<file path="src/rtl/trng_sample_ctrl_pkg.sv">
// rtl/trng_sample_ctrl_pkg.sv - shared types and default constants for the TRNG sample controller
// Contents: trng_state_e FSM encoding, default parameter values.
package trng_pkg;

   typedef enum logic [2:0] {
      IDLE   = 3'd0,
      SETTLE = 3'd1,
      SAMPLE = 3'd2,
      HOLD   = 3'd3,
      FAIL   = 3'd4
   } trng_state_e;

   localparam int TRNG_SETTLE_DEF = 16;
   localparam int TRNG_DIV_DEF    = 4;
   localparam int TRNG_REP_DEF    = 32;

endpackage

</file>
<file path="src/rtl/trng_sample_ctrl_if.sv">
// rtl/trng_sample_ctrl_if.sv - random byte valid/ready handshake bundle
// Signals: rnd_data[7:0] and rnd_valid (producer -> consumer), rnd_ready (consumer -> producer).
// Modports: master = byte producer (controller), slave = byte consumer.
interface trng_sample_ctrl_if;
   import trng_pkg::*;

   logic [7:0] rnd_data;
   logic       rnd_valid;
   logic       rnd_ready;

   modport master (output rnd_data, output rnd_valid, input rnd_ready);
   modport slave  (input rnd_data, input rnd_valid, output rnd_ready);

endinterface

</file>
<file path="src/rtl/trng_sample_ctrl_sync_2ff.sv">
// rtl/trng_sample_ctrl_sync_2ff.sv - 1-bit two-flop synchronizer for asynchronous inputs
// Ports: clk, rst_n (async active-low), d_i (async input), q_o (synchronized output).
module sync_2ff (
   input  logic clk,
   input  logic rst_n,
   input  logic d_i,
   output logic q_o
);

   logic meta_q;
   logic sync_q;

   always_ff @(posedge clk or negedge rst_n) begin
      if (!rst_n) begin
         meta_q <= 1'b0;
         sync_q <= 1'b0;
      end else begin
         meta_q <= d_i;
         sync_q <= meta_q;
      end
   end

   assign q_o = sync_q;

endmodule

</file>
<file path="src/rtl/trng_sample_ctrl.sv">
// rtl/trng_sample_ctrl.sv - ring-oscillator sampling, von Neumann debias, byte packing and health test
// Ports: clk, rst_n (async active-low), enable (run request), ro_out (async raw bit),
//        ro_activate (oscillator enable), rnd (byte handshake, master side),
//        busy (state not IDLE), health_fail (sticky stuck-source flag).
module trng_sample_ctrl
   import trng_pkg::*;
#(
   parameter int SETTLE_CYCLES = TRNG_SETTLE_DEF,
   parameter int SAMPLE_DIV    = TRNG_DIV_DEF,
   parameter int REP_LIMIT     = TRNG_REP_DEF
) (
   input  logic                  clk,
   input  logic                  rst_n,
   input  logic                  enable,
   input  logic                  ro_out,
   output logic                  ro_activate,
   trng_sample_ctrl_if.master    rnd,
   output logic                  busy,
   output logic                  health_fail
);

   localparam int SET_W = $clog2(SETTLE_CYCLES + 1);
   localparam int DIV_W = $clog2(SAMPLE_DIV);
   localparam int REP_W = $clog2(REP_LIMIT + 1);

   localparam logic [SET_W-1:0] SET_LAST = SET_W'(SETTLE_CYCLES - 1);
   localparam logic [DIV_W-1:0] DIV_LAST = DIV_W'(SAMPLE_DIV - 1);
   localparam logic [REP_W-1:0] REP_MAX  = REP_W'(REP_LIMIT);

   trng_state_e      state_q, state_d;
   logic [SET_W-1:0] settle_cnt_q, settle_cnt_d;
   logic [DIV_W-1:0] div_cnt_q, div_cnt_d;
   logic [REP_W-1:0] rep_cnt_q, rep_cnt_d;
   logic             prev_q, prev_d;
   logic             phase_q, phase_d;   // 1 = first bit of the pair already captured
   logic             first_q, first_d;
   logic [2:0]       bit_cnt_q, bit_cnt_d;
   logic [7:0]       shift_q, shift_d;
   logic [7:0]       data_q, data_d;
   logic             valid_q, valid_d;
   logic             act_q, act_d;
   logic             fail_q, fail_d;

   logic             ro_s;
   logic             strobe;
   logic [REP_W-1:0] rep_next;
   logic             rep_hit;
   logic             emit;
   logic             byte_done;

   sync_2ff u_sync (
      .clk   (clk),
      .rst_n (rst_n),
      .d_i   (ro_out),
      .q_o   (ro_s)
   );

   // Strobe and health decode shared by the FSM and the datapath.
   always_comb begin
      strobe    = (state_q == SAMPLE) && (div_cnt_q == DIV_LAST);
      rep_next  = (ro_s == prev_q) ? rep_cnt_q + REP_W'(1) : REP_W'(1);
      rep_hit   = strobe && (rep_next >= REP_MAX);
      // A hit on the repetition limit swallows this strobe's pair result.
      emit      = strobe && !rep_hit && phase_q && (first_q != ro_s);
      byte_done = emit && (bit_cnt_q == 3'd7);
   end

   // State register
   always_ff @(posedge clk or negedge rst_n) begin
      if (!rst_n) state_q <= IDLE;
      else        state_q <= state_d;
   end

   // Next-state logic; dropping enable wins over every other transition.
   always_comb begin
      state_d = state_q;
      case (state_q)
         IDLE:   if (enable) state_d = SETTLE;
         SETTLE: begin
            if (!enable)                        state_d = IDLE;
            else if (settle_cnt_q == SET_LAST)  state_d = SAMPLE;
         end
         SAMPLE: begin
            if (!enable)        state_d = IDLE;
            else if (rep_hit)   state_d = FAIL;
            else if (byte_done) state_d = HOLD;
         end
         HOLD: begin
            if (!enable)                      state_d = IDLE;
            else if (valid_q && rnd.rnd_ready) state_d = SETTLE;
         end
         FAIL:   if (!enable) state_d = IDLE;
         default: state_d = IDLE;
      endcase
   end

   // Output and datapath next-state logic
   always_comb begin
      settle_cnt_d = '0;
      div_cnt_d    = div_cnt_q;
      rep_cnt_d    = rep_cnt_q;
      prev_d       = prev_q;
      phase_d      = phase_q;
      first_d      = first_q;
      bit_cnt_d    = bit_cnt_q;
      shift_d      = shift_q;
      data_d       = data_q;

      // Registered outputs follow the state being entered.
      act_d   = (state_d == SETTLE) || (state_d == SAMPLE);
      valid_d = (state_d == HOLD);
      fail_d  = (state_d == FAIL);

      if (state_q == SETTLE) settle_cnt_d = settle_cnt_q + SET_W'(1);

      // Outside SAMPLE the sampling path is held clear, so every entry to
      // SETTLE/SAMPLE starts with fresh divider, pair phase, byte and health state.
      if (state_q != SAMPLE) begin
         div_cnt_d = '0;
         rep_cnt_d = '0;
         prev_d    = 1'b0;
         phase_d   = 1'b0;
         first_d   = 1'b0;
         bit_cnt_d = '0;
         shift_d   = '0;
      end else if (strobe) begin
         div_cnt_d = '0;
         rep_cnt_d = rep_next;
         prev_d    = ro_s;
         if (!rep_hit) begin
            phase_d = !phase_q;
            if (!phase_q) begin
               first_d = ro_s;
            end else if (emit) begin
               // Pair 10 emits 1 and 01 emits 0: the emitted bit is the first bit.
               shift_d   = {shift_q[6:0], first_q};
               bit_cnt_d = bit_cnt_q + 3'd1;
               if (byte_done && enable) data_d = {shift_q[6:0], first_q};
            end
         end
      end else begin
         div_cnt_d = div_cnt_q + DIV_W'(1);
      end
   end

   always_ff @(posedge clk or negedge rst_n) begin
      if (!rst_n) begin
         settle_cnt_q <= '0;
         div_cnt_q    <= '0;
         rep_cnt_q    <= '0;
         prev_q       <= 1'b0;
         phase_q      <= 1'b0;
         first_q      <= 1'b0;
         bit_cnt_q    <= '0;
         shift_q      <= '0;
         data_q       <= '0;
         valid_q      <= 1'b0;
         act_q        <= 1'b0;
         fail_q       <= 1'b0;
      end else begin
         settle_cnt_q <= settle_cnt_d;
         div_cnt_q    <= div_cnt_d;
         rep_cnt_q    <= rep_cnt_d;
         prev_q       <= prev_d;
         phase_q      <= phase_d;
         first_q      <= first_d;
         bit_cnt_q    <= bit_cnt_d;
         shift_q      <= shift_d;
         data_q       <= data_d;
         valid_q      <= valid_d;
         act_q        <= act_d;
         fail_q       <= fail_d;
      end
   end

   assign ro_activate   = act_q;
   assign rnd.rnd_data  = data_q;
   assign rnd.rnd_valid = valid_q;
   assign health_fail   = fail_q;
   assign busy          = (state_q != IDLE);

endmodule

</file>
<file path="src/flat_wrapper.sv">
// flat-port wrapper written by rule: the top's interface ports become plain ports
module trng_sample_ctrl_flat import trng_pkg::*;
#(
   parameter int SETTLE_CYCLES = TRNG_SETTLE_DEF,
   parameter int SAMPLE_DIV    = TRNG_DIV_DEF,
   parameter int REP_LIMIT     = TRNG_REP_DEF
)
  (clk, rst_n, enable, ro_out, ro_activate, busy, health_fail, rnd_rnd_data, rnd_rnd_valid, rnd_rnd_ready);
  trng_sample_ctrl_if rnd_i ();
  input  logic clk;
  input  logic rst_n;
  input  logic enable;
  input  logic ro_out;
  output logic ro_activate;
  output logic busy;
  output logic health_fail;
  output wire logic [$bits(rnd_i.rnd_data)-1:0] rnd_rnd_data;
  output wire logic [$bits(rnd_i.rnd_valid)-1:0] rnd_rnd_valid;
  input wire logic [$bits(rnd_i.rnd_ready)-1:0] rnd_rnd_ready;
  assign rnd_rnd_data = rnd_i.rnd_data;
  assign rnd_rnd_valid = rnd_i.rnd_valid;
  assign rnd_i.rnd_ready = rnd_rnd_ready;
  trng_sample_ctrl #(.SETTLE_CYCLES(SETTLE_CYCLES), .SAMPLE_DIV(SAMPLE_DIV), .REP_LIMIT(REP_LIMIT)) u_core (.clk(clk), .rst_n(rst_n), .enable(enable), .ro_out(ro_out), .ro_activate(ro_activate), .rnd(rnd_i), .busy(busy), .health_fail(health_fail));
endmodule
</file>
<file path="config.mk">
export PLATFORM = sky130hd
export DESIGN_NAME = trng_sample_ctrl_flat
export DESIGN_NICKNAME = d
export VERILOG_FILES = /design/src/rtl/trng_sample_ctrl_pkg.sv /design/src/rtl/trng_sample_ctrl_if.sv /design/src/rtl/trng_sample_ctrl_sync_2ff.sv /design/src/rtl/trng_sample_ctrl.sv /design/src/flat_wrapper.sv
export SDC_FILE = /design/constraint.sdc
export NUM_CORES = 1
export LEC_CHECK = 0
export CAP_MARGIN = 10
export CORE_AREA = 2 2 76 78
export CTS_CLUSTER_DIAMETER = 120
export DETAILED_ROUTE_END_ITERATION = 8
export DIE_AREA = 0 0 78 80
export GPL_TIMING_DRIVEN = 0
export HOLD_SLACK_MARGIN = 0.03
export SLEW_MARGIN = 20
export SYNTH_ARGS = -nofsm -noshare
export SYNTH_HDL_FRONTEND = slang
export SYNTH_SLANG_ARGS = --single-unit
</file>
<file path="constraint.sdc">
create_clock -name clk -period 5.23 [get_ports clk]
set_input_delay 0.523 -clock clk [delete_from_list [all_inputs] [get_ports clk]]
set_output_delay 0.523 -clock clk [all_outputs]
set_load 0.1 [all_outputs]
</file>
==> results.yml <==
layout:
  finalNetCount: 204
  n_fill_cell: 545
  drive_gt1_frac: 0.139
  multi_input_area_um2: 749
  layout.cells.non_filler: 266
  final_cell_mix: "dfrtp_1 (42), nand2_1 (27), o21ai_0 (18)"
  final_common_cell: "dfrtp_1"
  fin_util: 0.411
  antennaDiodeCount: 0
  regArea_um2: 1050
  area_delta_synth_final_pct: 19.6
floorplan:
  die_y_um: 80
  start_util: 0.344
  core_um2: 5410
  std_cell_rows: 27
  dieArea_um2: 6240
  chipWidth_um: 78
  ios: 17
clock_network:
  cts_buffers: 5
  clk_latency_ps: 280
  cts_tree: "built"
  cts-resized-gates: 0
  path_clk_slew_ps: 80
  root_buffer: "clkbuf_8"
  htree_levels: 2
  cts_setup_buffers: 0
  clock_path_buffers: 2
  ctsHoldBuffers: 0
  clock_sinks: 42
logic_synthesis:
  post_synth_mux_area_share: 0.0539
  synth_seq_cells: 42
  yosys_warnings: 0
  avgSynthCellArea_um2: 11.0
  ys_seq_area_frac: 0.566
  synth_top_family_by_area: "simple AND/OR/NAND/NOR gates"
  syn_inst: 169
  synth_fp_nets: 180
  synthAdderAreaFrac: 0.0404
  synth_xor_area_frac: 0.0377
  syn-cell-area_um2: 1860
  synth_simple_gate_area_frac: 0.180
  ys_types: 36
  synth-compound-area-share: 0.0916
timing:
  skew_ps: 2.68
  maxSlewViolCount: 0
  rsz0062_at_grt: "no"
  period_needed_ps: 2720
  fmax_mhz: 367
  setup_viol_count_final: 0
  fin_setup_tns_ps: 0
  hold_viol: 0
  worstMarginPinSlew_ps: 969
  relSlewSlack: 0.352
  fin_crit_sh: 0.521
power_and_ir_drop:
  switching_share: 0.220
  p_sw_uw: 126
  leakage_uw: 0.000995
  p_clk_frac: 0.372
  ir_drop_mv: 0.101
  p_comb_frac: 0.050
  p_int_uw: 445
  totalPowerFinal_uw: 570
  seqPwrFrac: 0.578
  p_per_area_nw_per_um2: 257
grt:
  grt_max_degree: 24
  overflow: 0
  grtUsageTotal: 0.115
  antenna_found_initial: 0
  grt_pass1_vias: 1244
  grt_pass1_wl_mm: 5.59
worst_hold_path:
  hp-class: "primary input to async pin"
worst_setup_path:
  cp_max_fo: 9
  path_delay_family: "buffers and inverters"
  critPathLaunchType: "register"
  path_cells: "clkbuf_1 -> or3_1 -> clkdlybuf4s50_1"
  critical_path_class: "register to output pin"
  cp-end-kind: "output pin"
  reg2reg_slack_ps: 3080
  crit_required_ps: 4710
  critPathMaxStageDelay_ps: 1120
  critPathSlowestCell: "clkdlybuf4s50_1"
  crit_buf_inv: 2
  arrival_ps: 2200
detailed_routing:
  viasPerCell: 4.76
  routed_wl_mm: 3.20
  wl_per_cell_um: 12.0
  drt-initial-drc-count: 74
  drt_pass1_iterations: 4
  via_count: 1266
  postRouteAntennaNets: 0
  drc_errors: 0
job:
  cap_violations: 0
place:
  placed_cells: 258
  dp_hpwl_mm: 2.22
  routabilityCongestion: 0.783
  numPortBuffers: 16
outcome:
  status: "complete, no violations"
## area by class of cell
cell class / count / share of cell area
plain buffers: 7 / 0.0225
clock buffers: 7 / 0.0389
clock inverters: 1 / 0.00225
inverters: 2 / 0.00338
multi-input cells: 118 / 0.337
flip-flops and latches: 42 / 0.473
well taps: 72 / 0.0405
repair buffers: 17 / 0.0822
## cells by family after synthesis
| logic type | count (synthesis) |
|---|---|
| flops | 42 |
| buf+inv | 9 |
| mux | 9 |
| simple gates | 65 |
| xor+xnor | 8 |
| compound gates | 30 |
| fa+ha+maj | 6 |
## path summary, 6_finish.rpt
check                                startpoint                     end  cells after the start
max                           u_core.state_q[0]                    busy                      3
min                                       rst_n    u_core.u_sync.meta_q                      1
max reg2reg                   u_core.state_q[0]  u_core.rnd.rnd_data[4]                      6
min reg2reg                u_core.u_sync.meta_q       u_core.u_sync.q_o                      0
max in group asynchronous                 rst_n     u_core.bit_cnt_q[2]                      2
min in group clk           u_core.u_sync.meta_q       u_core.u_sync.q_o                      0
## power by group through the flow
stage                     combinational (µW)  sequential (µW)  clock (µW)
after global routing                    31.7              330         237
after floorplan                         11.1              339           0
final                                   28.3              330         212
after global placement                  27.0              336           0
after detailed placement                29.2              336           0
after CTS                               29.2              330         219
## synthesized netlist by cell type
cell / instances / area, µm²
a21o_1: 1 / 7.51
a21oi_1: 3 / 15.0
a22o_1: 1 / 8.76
a31oi_1: 1 / 6.26
and2_1: 1 / 6.26
and3_1: 4 / 25.0
and4_1: 1 / 8.76
buf_2: 1 / 5.00
buf_6: 3 / 33.8
clkbuf_1: 3 / 11.3
dfrtp_1: 42 / 1050
ha_1: 6 / 75.1
inv_1: 2 / 7.51
mux2_2: 8 / 90.1
mux2i_1: 1 / 10.0
nand2_1: 27 / 101
nand2b_1: 1 / 6.26
nand3_1: 7 / 35.0
nand3_2: 1 / 10.0
nand4_1: 2 / 12.5
nor2_1: 10 / 37.5
nor2_4: 1 / 11.3
nor2b_1: 3 / 18.8
nor3_1: 1 / 5.00
nor3b_1: 1 / 7.51
nor3b_4: 1 / 18.8
o2111ai_1: 1 / 8.76
o211ai_1: 2 / 15.0
o21ai_0: 18 / 90.1
o21ai_1: 2 / 10.0
o21ai_2: 1 / 8.76
or2_2: 1 / 6.26
or3_1: 2 / 12.5
or4_4: 1 / 11.3
xnor2_1: 2 / 17.5
xor2_1: 6 / 52.6
## worst reg2reg max path, stage by stage, from the launching register on
cell and delay (ps):
dfrtp_1 360, clkbuf_1 200, nor3b_4 380, and4_1 280, nand3_2 160, nor2_4 290, mux2_2 380
## sequential cells by signal, indices dropped and copies added, names as in the netlist, 2 cells and up
signal and count:
u_core.shift_q 7, u_core.state_q 3, u_core.bit_cnt_q 3, u_core.div_cnt_q 2
u_core.rnd.rnd_data 8, u_core.rep_cnt_q 6, u_core.settle_cnt_q 5
## metrics by stage
stage	hold slack, ps	area [µm²]	setup slack, ps
final	189	2220	2510
after global placement	337	2110	2490
after CTS	203	2220	2500
after global routing	217	2220	2400
after floorplan	227	1860	3390
after detailed placement	336	2130	2820
## per-layer routing
layer / global-route usage / routed length (µm) / up-vias
met5: 0 / 0 / -
met4: 0.0684 / 73 / 0
met3: 0.0294 / 112 / 5
met2: 0.187 / 1470 / 20
met1: 0.139 / 1550 / 613
li1: - / - / 628
(Power assumes the default switching activity.)
